==> config.mk <==
export PLATFORM = sky130hd
export DESIGN_NAME = alu_rr_arbiter_flat
export DESIGN_NICKNAME = d
export VERILOG_FILES = /design/src/rtl/alu_rr_arbiter_if.sv /design/src/rtl/alu_rr_arbiter.sv /design/src/flat_wrapper.sv
export SDC_FILE = /design/constraint.sdc
export NUM_CORES = 1
export LEC_CHECK = 0
export CORE_ASPECT_RATIO = 0.5
export CORE_MARGIN = 2
export CORE_UTILIZATION = 43
export DETAILED_ROUTE_END_ITERATION = 7
export PLACE_DENSITY = 0.77
export SLEW_MARGIN = 15
export SYNTH_ARGS = -nofsm -noshare
export SYNTH_HDL_FRONTEND = slang
export SYNTH_SLANG_ARGS = --single-unit
==> constraint.sdc <==
create_clock -name clk -period 2.4 [get_ports clk]
set_input_delay 0.48 -clock clk [delete_from_list [all_inputs] [get_ports clk]]
set_output_delay 0.48 -clock clk [all_outputs]
set_load 0.02 [all_outputs]
==> src/rtl/alu_rr_arbiter_if.sv <==
// Bundle of requester, shared-ALU and response signals for alu_rr_arbiter.
// The arbiter uses the slave modport; the clients/ALU side uses master.
interface alu_rr_arbiter_if #(
    parameter int NREQ  = 4,
    parameter int ID_W  = 2,
    parameter int CNT_W = 16
);
    logic [NREQ-1:0]   req_valid;
    logic [NREQ-1:0]   req_ready;
    logic [4*NREQ-1:0] req_a;
    logic [4*NREQ-1:0] req_b;
    logic [3*NREQ-1:0] req_opcode;
    logic [3:0]        alu_a;
    logic [3:0]        alu_b;
    logic [2:0]        alu_opcode;
    logic [3:0]        alu_result;
    logic              rsp_valid;
    logic              rsp_ready;
    logic [ID_W-1:0]   rsp_id;
    logic [3:0]        rsp_result;
    logic              busy;
    logic [CNT_W-1:0]  ops_done;

    modport slave (
        input  req_valid, req_a, req_b, req_opcode, alu_result, rsp_ready,
        output req_ready, alu_a, alu_b, alu_opcode, rsp_valid, rsp_id,
               rsp_result, busy, ops_done
    );

    modport master (
        output req_valid, req_a, req_b, req_opcode, alu_result, rsp_ready,
        input  req_ready, alu_a, alu_b, alu_opcode, rsp_valid, rsp_id,
               rsp_result, busy, ops_done
    );
endinterface

==> src/rtl/alu_rr_arbiter.sv <==
// Round-robin arbiter sharing one combinational 4-bit ALU between NREQ clients.
// One op in flight at a time: IDLE (grant) -> EXEC (ALU settles) -> RESP (hold).
module alu_rr_arbiter #(
    parameter int NREQ  = 4,
    parameter int ID_W  = 2,
    parameter int CNT_W = 16
) (
    input  logic                  clk,
    input  logic                  rst,
    alu_rr_arbiter_if.slave       bus
);
    localparam logic [1:0] S_IDLE = 2'd0;
    localparam logic [1:0] S_EXEC = 2'd1;
    localparam logic [1:0] S_RESP = 2'd2;

    logic [1:0]       r_state;
    logic [ID_W-1:0]  r_ptr;
    logic [3:0]       r_alu_a;
    logic [3:0]       r_alu_b;
    logic [2:0]       r_alu_op;
    logic             r_rsp_valid;
    logic [ID_W-1:0]  r_rsp_id;
    logic [3:0]       r_rsp_result;
    logic [CNT_W-1:0] r_ops_done;

    logic             w_found;
    logic [ID_W-1:0]  w_grant;
    int               w_sel;

    // Scan starts one past the last grant so the previous winner ranks last.
    always_comb begin
        w_found = 1'b0;
        w_grant = '0;
        for (int k = 1; k <= NREQ; k++) begin
            if (!w_found && bus.req_valid[(int'(r_ptr) + k) % NREQ]) begin
                w_found = 1'b1;
                w_grant = ID_W'((int'(r_ptr) + k) % NREQ);
            end
        end
        w_sel = int'(w_grant);
    end

    assign bus.req_ready  = (r_state == S_IDLE && w_found) ? (NREQ'(1) << w_grant) : '0;
    assign bus.alu_a      = r_alu_a;
    assign bus.alu_b      = r_alu_b;
    assign bus.alu_opcode = r_alu_op;
    assign bus.rsp_valid  = r_rsp_valid;
    assign bus.rsp_id     = r_rsp_id;
    assign bus.rsp_result = r_rsp_result;
    assign bus.busy       = (r_state != S_IDLE);
    assign bus.ops_done   = r_ops_done;

    always_ff @(posedge clk or posedge rst) begin
        if (rst) begin
            r_state      <= S_IDLE;
            r_ptr        <= ID_W'(NREQ - 1);
            r_alu_a      <= '0;
            r_alu_b      <= '0;
            r_alu_op     <= '0;
            r_rsp_valid  <= 1'b0;
            r_rsp_id     <= '0;
            r_rsp_result <= '0;
            r_ops_done   <= '0;
        end else begin
            case (r_state)
                S_IDLE: begin
                    if (w_found) begin
                        r_alu_a  <= bus.req_a[w_sel*4 +: 4];
                        r_alu_b  <= bus.req_b[w_sel*4 +: 4];
                        r_alu_op <= bus.req_opcode[w_sel*3 +: 3];
                        r_rsp_id <= w_grant;
                        r_ptr    <= w_grant;
                        r_state  <= S_EXEC;
                    end
                end
                S_EXEC: begin
                    r_rsp_result <= bus.alu_result;
                    r_rsp_valid  <= 1'b1;
                    r_state      <= S_RESP;
                end
                S_RESP: begin
                    if (r_rsp_valid && bus.rsp_ready) begin
                        r_rsp_valid <= 1'b0;
                        r_ops_done  <= r_ops_done + 1'b1;
                        r_state     <= S_IDLE;
                    end
                end
                default: r_state <= S_IDLE;
            endcase
        end
    end
endmodule

==> src/flat_wrapper.sv <==
// flat-port wrapper written by rule: the top's interface ports become plain ports
module alu_rr_arbiter_flat 
#(
    parameter int NREQ  = 4,
    parameter int ID_W  = 2,
    parameter int CNT_W = 16
)
  (clk, rst, bus_req_valid, bus_req_a, bus_req_b, bus_req_opcode, bus_alu_result, bus_rsp_ready, bus_req_ready, bus_alu_a, bus_alu_b, bus_alu_opcode, bus_rsp_valid, bus_rsp_id, bus_rsp_result, bus_busy, bus_ops_done);
  alu_rr_arbiter_if #(.NREQ(NREQ), .ID_W(ID_W), .CNT_W(CNT_W)) bus_i ();
  input  logic clk;
  input  logic rst;
  input wire logic [$bits(bus_i.req_valid)-1:0] bus_req_valid;
  input wire logic [$bits(bus_i.req_a)-1:0] bus_req_a;
  input wire logic [$bits(bus_i.req_b)-1:0] bus_req_b;
  input wire logic [$bits(bus_i.req_opcode)-1:0] bus_req_opcode;
  input wire logic [$bits(bus_i.alu_result)-1:0] bus_alu_result;
  input wire logic [$bits(bus_i.rsp_ready)-1:0] bus_rsp_ready;
  output wire logic [$bits(bus_i.req_ready)-1:0] bus_req_ready;
  output wire logic [$bits(bus_i.alu_a)-1:0] bus_alu_a;
  output wire logic [$bits(bus_i.alu_b)-1:0] bus_alu_b;
  output wire logic [$bits(bus_i.alu_opcode)-1:0] bus_alu_opcode;
  output wire logic [$bits(bus_i.rsp_valid)-1:0] bus_rsp_valid;
  output wire logic [$bits(bus_i.rsp_id)-1:0] bus_rsp_id;
  output wire logic [$bits(bus_i.rsp_result)-1:0] bus_rsp_result;
  output wire logic [$bits(bus_i.busy)-1:0] bus_busy;
  output wire logic [$bits(bus_i.ops_done)-1:0] bus_ops_done;
  assign bus_i.req_valid = bus_req_valid;
  assign bus_i.req_a = bus_req_a;
  assign bus_i.req_b = bus_req_b;
  assign bus_i.req_opcode = bus_req_opcode;
  assign bus_i.alu_result = bus_alu_result;
  assign bus_i.rsp_ready = bus_rsp_ready;
  assign bus_req_ready = bus_i.req_ready;
  assign bus_alu_a = bus_i.alu_a;
  assign bus_alu_b = bus_i.alu_b;
  assign bus_alu_opcode = bus_i.alu_opcode;
  assign bus_rsp_valid = bus_i.rsp_valid;
  assign bus_rsp_id = bus_i.rsp_id;
  assign bus_rsp_result = bus_i.rsp_result;
  assign bus_busy = bus_i.busy;
  assign bus_ops_done = bus_i.ops_done;
  alu_rr_arbiter #(.NREQ(NREQ), .ID_W(ID_W), .CNT_W(CNT_W)) u_core (.clk(clk), .rst(rst), .bus(bus_i));
endmodule
# --- Word level (Yosys, flattened, before mapping) ---
# Cells that the tools add are included.
totals:
  wordCells: 76
  in_bits: 55
  reg_bits: 38
  out_inout_bits: 39
classes:
  eq_ne: 4
  n_addsub: 5
  multipliers: 1
  bitwise_logic: 4
  n_reduce_logical: 19
  muxes: 26
  n_shift: 4
  n_lt_le_gt_ge: 4
ops:
  columns: ["operator", "n"]
  rows:
  - ["12-bit by 32-bit variable part select with 3-bit output", 1]
  - ["16-bit by 5-bit variable part select with 4-bit output", 2]
  - ["16-bit by 1-bit adder with 16-bit output, second input constant", 1]
  - ["3-bit by 4-bit less-than comparator with 1-bit output, second input constant", 4]
  - ["1-bit two-way mux", 13]
  - ["2-bit two-way mux", 6]
  - ["1-bit binary-select mux with 2-bit select", 4]
  - ["2-bit AND reduction", 4]
  - ["2-bit OR reduction", 4]
  - ["2-bit case mux with 3 select lines", 1]
  - ["1-bit logical AND", 5]
  - ["2-bit by 1-bit adder with 2-bit output, second input constant", 2]
  - ["2-bit adder, second input constant", 2]
  - ["1-bit AND, first input constant", 4]
  - ["2-bit by 2-bit multiplier with 4-bit output, second input constant", 1]
  - ["4-bit two-way mux", 1]
  - ["2-bit by 1-bit inequality test with 1-bit output, second input constant", 2]
  - ["2-bit nonzero test", 2]
  - ["1-bit by 2-bit << shifter with 4-bit output, first input constant", 1]
  - ["1-bit zero test", 3]
  - ["2-bit by 1-bit == test with 1-bit output, second input constant", 1]
  - ["2-bit == test, second input constant", 1]
  - ["2-bit zero test", 1]
  - ["1-bit case mux with 2 select lines", 1]

# --- Logic depth before layout (Yosys ltp) ---
logic_depth:
  depth_word: 18
  ltp_mapped: 8
  depth_no_buf: 6

# --- Least setup slack after synthesis ---
# Ideal clock, no wire load.
synth_timing:
  path_type: "flip-flop to output port"
  from: "register u_core.r_state[1]"
  to: "output bus_req_ready[3]"
  t_arrival_ns: 1.810
  slack_ns: 0.110
  required_time_ns: 1.920
  path_buffers: 2
  stages_incl_launch_ff: 6
  path_cell_list: "dfrtp_1 or2_1 or2_1 buf_2 buf_2 nor3_1"
synth_between:
  elab_chain_len: 3
synth_rtl:
  columns: ["item", "line_no", "text"]
  rows:
  - ["start, declared", "alu_rr_arbiter.sv:16", "logic [1:0] r_state;"]
  - ["start signal, assigned", "alu_rr_arbiter.sv:55", "r_state <= S_IDLE;"]
  - ["start signal, assigned", "alu_rr_arbiter.sv:73", "r_state <= S_EXEC;"]
  - ["start signal, assigned", "alu_rr_arbiter.sv:79", "r_state <= S_RESP;"]
  - ["2-bit zero test", "alu_rr_arbiter.sv:43", "assign bus.req_ready = (r_state == S_IDLE && w_found) ? (NREQ'(1) << w_grant) : '0;"]
  - ["1-bit logical AND", "alu_rr_arbiter.sv:43", null]
  - ["4-bit two-way mux", "alu_rr_arbiter.sv:43", null]
  - ["end, declared", "flat_wrapper.sv:18", "output wire logic [$bits(bus_i.req_ready)-1:0] bus_req_ready;"]
# Every way passes these cells.

# --- Worst setup path in the final report ---
layout_timing:
  from: "input bus_req_valid[3]"
  to: "output bus_req_ready[2]"
layout_between:
  elab_chain_len: 15
  word_cells_on_any_way: 29
  classes_between: "shift (1); mux (21); reduce/logical (7)"
layout_rtl:
  columns: ["item", "line_no", "text"]
  rows:
  - ["start, declared", "flat_wrapper.sv:12", "input wire logic [$bits(bus_i.req_valid)-1:0] bus_req_valid;"]
  - ["1-bit binary-select mux with 2-bit select", "alu_rr_arbiter.sv:35", "if (!w_found && bus.req_valid[(int'(r_ptr) + k) % NREQ]) begin"]
  - ["1-bit two-way mux (not written as such) (2 in series)", "alu_rr_arbiter.sv:35", null]
  - ["1-bit two-way mux", "alu_rr_arbiter.sv:35", null]
  - ["1-bit zero test", "alu_rr_arbiter.sv:35", null]
  - ["1-bit logical AND", "alu_rr_arbiter.sv:35", null]
  - ["1-bit two-way mux", "alu_rr_arbiter.sv:35", null]
  - ["1-bit zero test", "alu_rr_arbiter.sv:35", null]
  - ["1-bit logical AND", "alu_rr_arbiter.sv:35", null]
  - ["1-bit two-way mux", "alu_rr_arbiter.sv:35", null]
  - ["1-bit zero test", "alu_rr_arbiter.sv:35", null]
  - ["1-bit logical AND", "alu_rr_arbiter.sv:35", null]
  - ["2-bit two-way mux / 1-bit two-way mux (equally long branches)", "alu_rr_arbiter.sv:35", null]
  - ["1-bit by 2-bit << shifter with 4-bit output / 1-bit logical AND (equally long branches)", "alu_rr_arbiter.sv:43", null]
  - ["4-bit two-way mux (*)", "alu_rr_arbiter.sv:43", null]
# Every way passes the cells marked *; elsewhere a longest branch is shown, timed or not. The select of a mux whose other input is x is not followed.

==> results.yml <==
run_status:
  outcome: "completed"
worst_setup_path:
  start_kind: "input port"
  crit_type: "in -> out"
  arrival_ps: 1860
  end_kind: "primary output"
  crit_required_ps: 1920
  crit_fanout: 5
placed_design:
  dp_slack_ps: -573.9
  post_dp_cell_area_mm2: 0.003351
  dp_hpwl_mm: 4.729
  dp_cells: 393
  place_congestion: 0.8285
  portBuffers: 93
global_routing:
  grt_overflow: 0
  grt_start_max_net_pins: 39
  grt_pass1_vias: 2098
  groute.usage.overall_pct: 22.59
  antenna_found_initial: 0
  grt_pass1_wl_mm: 9.970
floorplan:
  die-height_um: 54.72
  num_rows: 18
  core_mm2: 0.004932
  io_pins: 94
  dieArea_mm2: 0.005769
  start_util_pct: 44.85
  die_width_um: 105.4
cells_and_area:
  nets: 389
  drive_gt1_share_pct: 20.06
  fin_cells: 404
  multiInputGateArea_mm2: 0.001186
  diodes: 0
  area_delta_synth_final_pct: 57.58
  regArea_um2: 953.4
  fin_area_mm2: 0.003486
  finish.utilization_pct: 70.67
  nFillCells: 365
routing:
  routed_wl_mm: 6.322
  drc: 0
  postRouteAntennaNets: 0
  vias: 2095
  drtIter0Drc: 90
  dr.pass1.iters: 4
  avgRoutedWirePerCell_um: 15.65
  vias_per_cell: 5.186
timing:
  relSlewSlack_pct: 61.34
  final_max_slew_viol_count: 0
  finalCriticalPeriod_ps: 2336
  rsz0062_at_grt: "true"
  period_share_pct: 97.34
  setup_violations: 0
  setup_ws_ps: 63.73
  setup_tns_ps: 0
  fin_skew_ps: 9.286
  hold_viol_final: 0
  fmax_mhz: 428.0
  tightest_slew_ps: 579.9
synth:
  syn_nets: 273
  yosysUniqueCellTypes: 47
  synth.largest_area_cell: "dfrtp_1"
  synth_edf_count: 0
  ys_async_sr_fraction_pct: 100.0
  synth.cell_area_mm2: 0.002212
  syn_area_per_cell_um2: 10.19
  synthCells: 217
  yosysWarnings: 0
  seq_area_frac_synth_pct: 43.10
  synth_area_leaders: "dfrtp_1, a211oi_1, mux2i_1"
  yosysTopAreaCellShare_pct: 40.72
  ys.flop_type: "dfrtp_1"
  ys_ff_latch: 38
clock_network:
  clock-sinks: 38
  cts_hold_buffers: 0
  cts_htree_levels: 2
  cts.clk_slew.worst_paths_ps: 70
  clockRootBuffer: "clkbuf_8"
  clk_path_buf_depth: 2
  cts_tree: "done"
  cts_made_buffers: 5
  worst_skew_pair.late_latency_ps: 300
min_path:
  hold_class: "reg -> reg"
job:
  cap_violations: 0
power:
  powerDensity_mw_per_mm2: 1051
  p_leak_uw: 0.001486
  ir_drop_mv: 0.5008
[cells by family (layout without fill, tap and decap cells)]
family          after synthesis  count (layout)  synth area share (%)
compound gates               58              58                 21.04
xor+xnor                     15              15                 5.939
fa+ha+maj                     1               1                0.5655
mux                          16              16                 7.466
flops                        38              38                 43.10
simple gates                 70              70                 17.31
buf+inv                      19             136                 4.581
[Yosys cell counts, drive strengths merged (3+ instances only)]
cell type / instances
a21o: 5
nor3: 4
o21a: 10
and2: 4
mux2: 4
a211oi: 22
and3: 3
nand4: 4
nor2: 22
xnor2: 13
nand2: 16
inv: 5
mux2i: 12
a2111oi: 11
clkbuf: 4
nand3: 5
a21oi: 6
buf: 10
dfrtp: 36
[metrics by stage]
stage / total power (µW) / hold WS [ps]
floorplan: 2257 / 499.5
global placement: 3067 / 461.0
detailed placement: 3131 / 475.7
CTS: 3651 / 495.8
global route: 3898 / 508.2
finish: 3663 / 494.1
[registers in the layout (all words and copies together) (netlist names)]
name	cells
u_core.bus.alu_a	4
u_core.bus.alu_b	4
u_core.bus.alu_opcode	3
u_core.bus.ops_done	16
u_core.bus.rsp_id	2
u_core.bus.rsp_result	4
u_core.bus.rsp_valid	1
u_core.r_ptr	2
u_core.r_state	2
[timing repair]
action / 4_1_cts / 5_1_grt
gates resized for setup: 21 / 5
pin swaps: 3 / 0
buffers inserted: 3 / 0
endpoints found under the setup margin: 4 / 3
cloned: 0 / 0
[routing by layer]
metal	track usage [%]	share of wire, %	wire length (µm)
met5	0	0	0
met4	7.778	0.93	59
met3	4.167	2.7	173
met2	43.44	53	3372
met1	26.44	43	2717
[path summary, 6_finish.rpt]
kind / start / endpoint / slack, ps / cells after the start
setup reg to reg: u_core.r_ptr[0]$_DFFE_PP1P_ / u_core.bus.alu_opcode[0]$_DFFE_PP0P_ / 220 / 6
max in group asynchronous: rst / u_core.r_ptr[1]$_DFFE_PP1P_ / 1430 / 3
hold / removal: u_core.bus.rsp_id[1]$_DFFE_PP0P_ / u_core.bus.rsp_id[1]$_DFFE_PP0P_ / 490 / 1
setup / recovery: bus_req_valid[3] / bus_req_ready[2] / 60 / 6
hold reg to reg: u_core.bus.rsp_id[1]$_DFFE_PP0P_ / u_core.bus.rsp_id[1]$_DFFE_PP0P_ / 490 / 1
min in group asynchronous: rst / u_core.bus.alu_a[3]$_DFFE_PP0P_ / 600 / 3
[critical path, cell delays in order]
cell,delay (ps)
clkdlybuf4s50_1,440
buf_4,170
a21oi_1,170
o221a_4,270
and3_1,160
buf_2,170
[power by group]
group	leakage, µW	switching, µW	internal (µW)	total (µW)
sequential	0.000467	172	884	1060
combinational	0.000972	1080	1050	2130
clock	0.0000472	242	231	473
total	0.00149	1490	2170	3660
[placed cells by master (no fill, tap or decap), types with 9 or more instances in the layout]
cell              n
nor2_1           22
a211oi_1         20
xnor2_1          13
buf_4            31
mux2i_1          12
nand2_1          15
o21a_1           10
clkdlybuf4s50_1  86
dfrtp_1          36
a2111oi_0         9
[area by class of cell]
class	instances	area share (%)
inverters	5	0.5384
clock buffers	6	2.369
multi-input cells	160	34.03
flip-flops and latches	38	27.35
repair buffers	123	32.84
well taps	70	2.513
clock inverters	2	0.3589
Note: power is estimated with default switching activity, not from simulation.
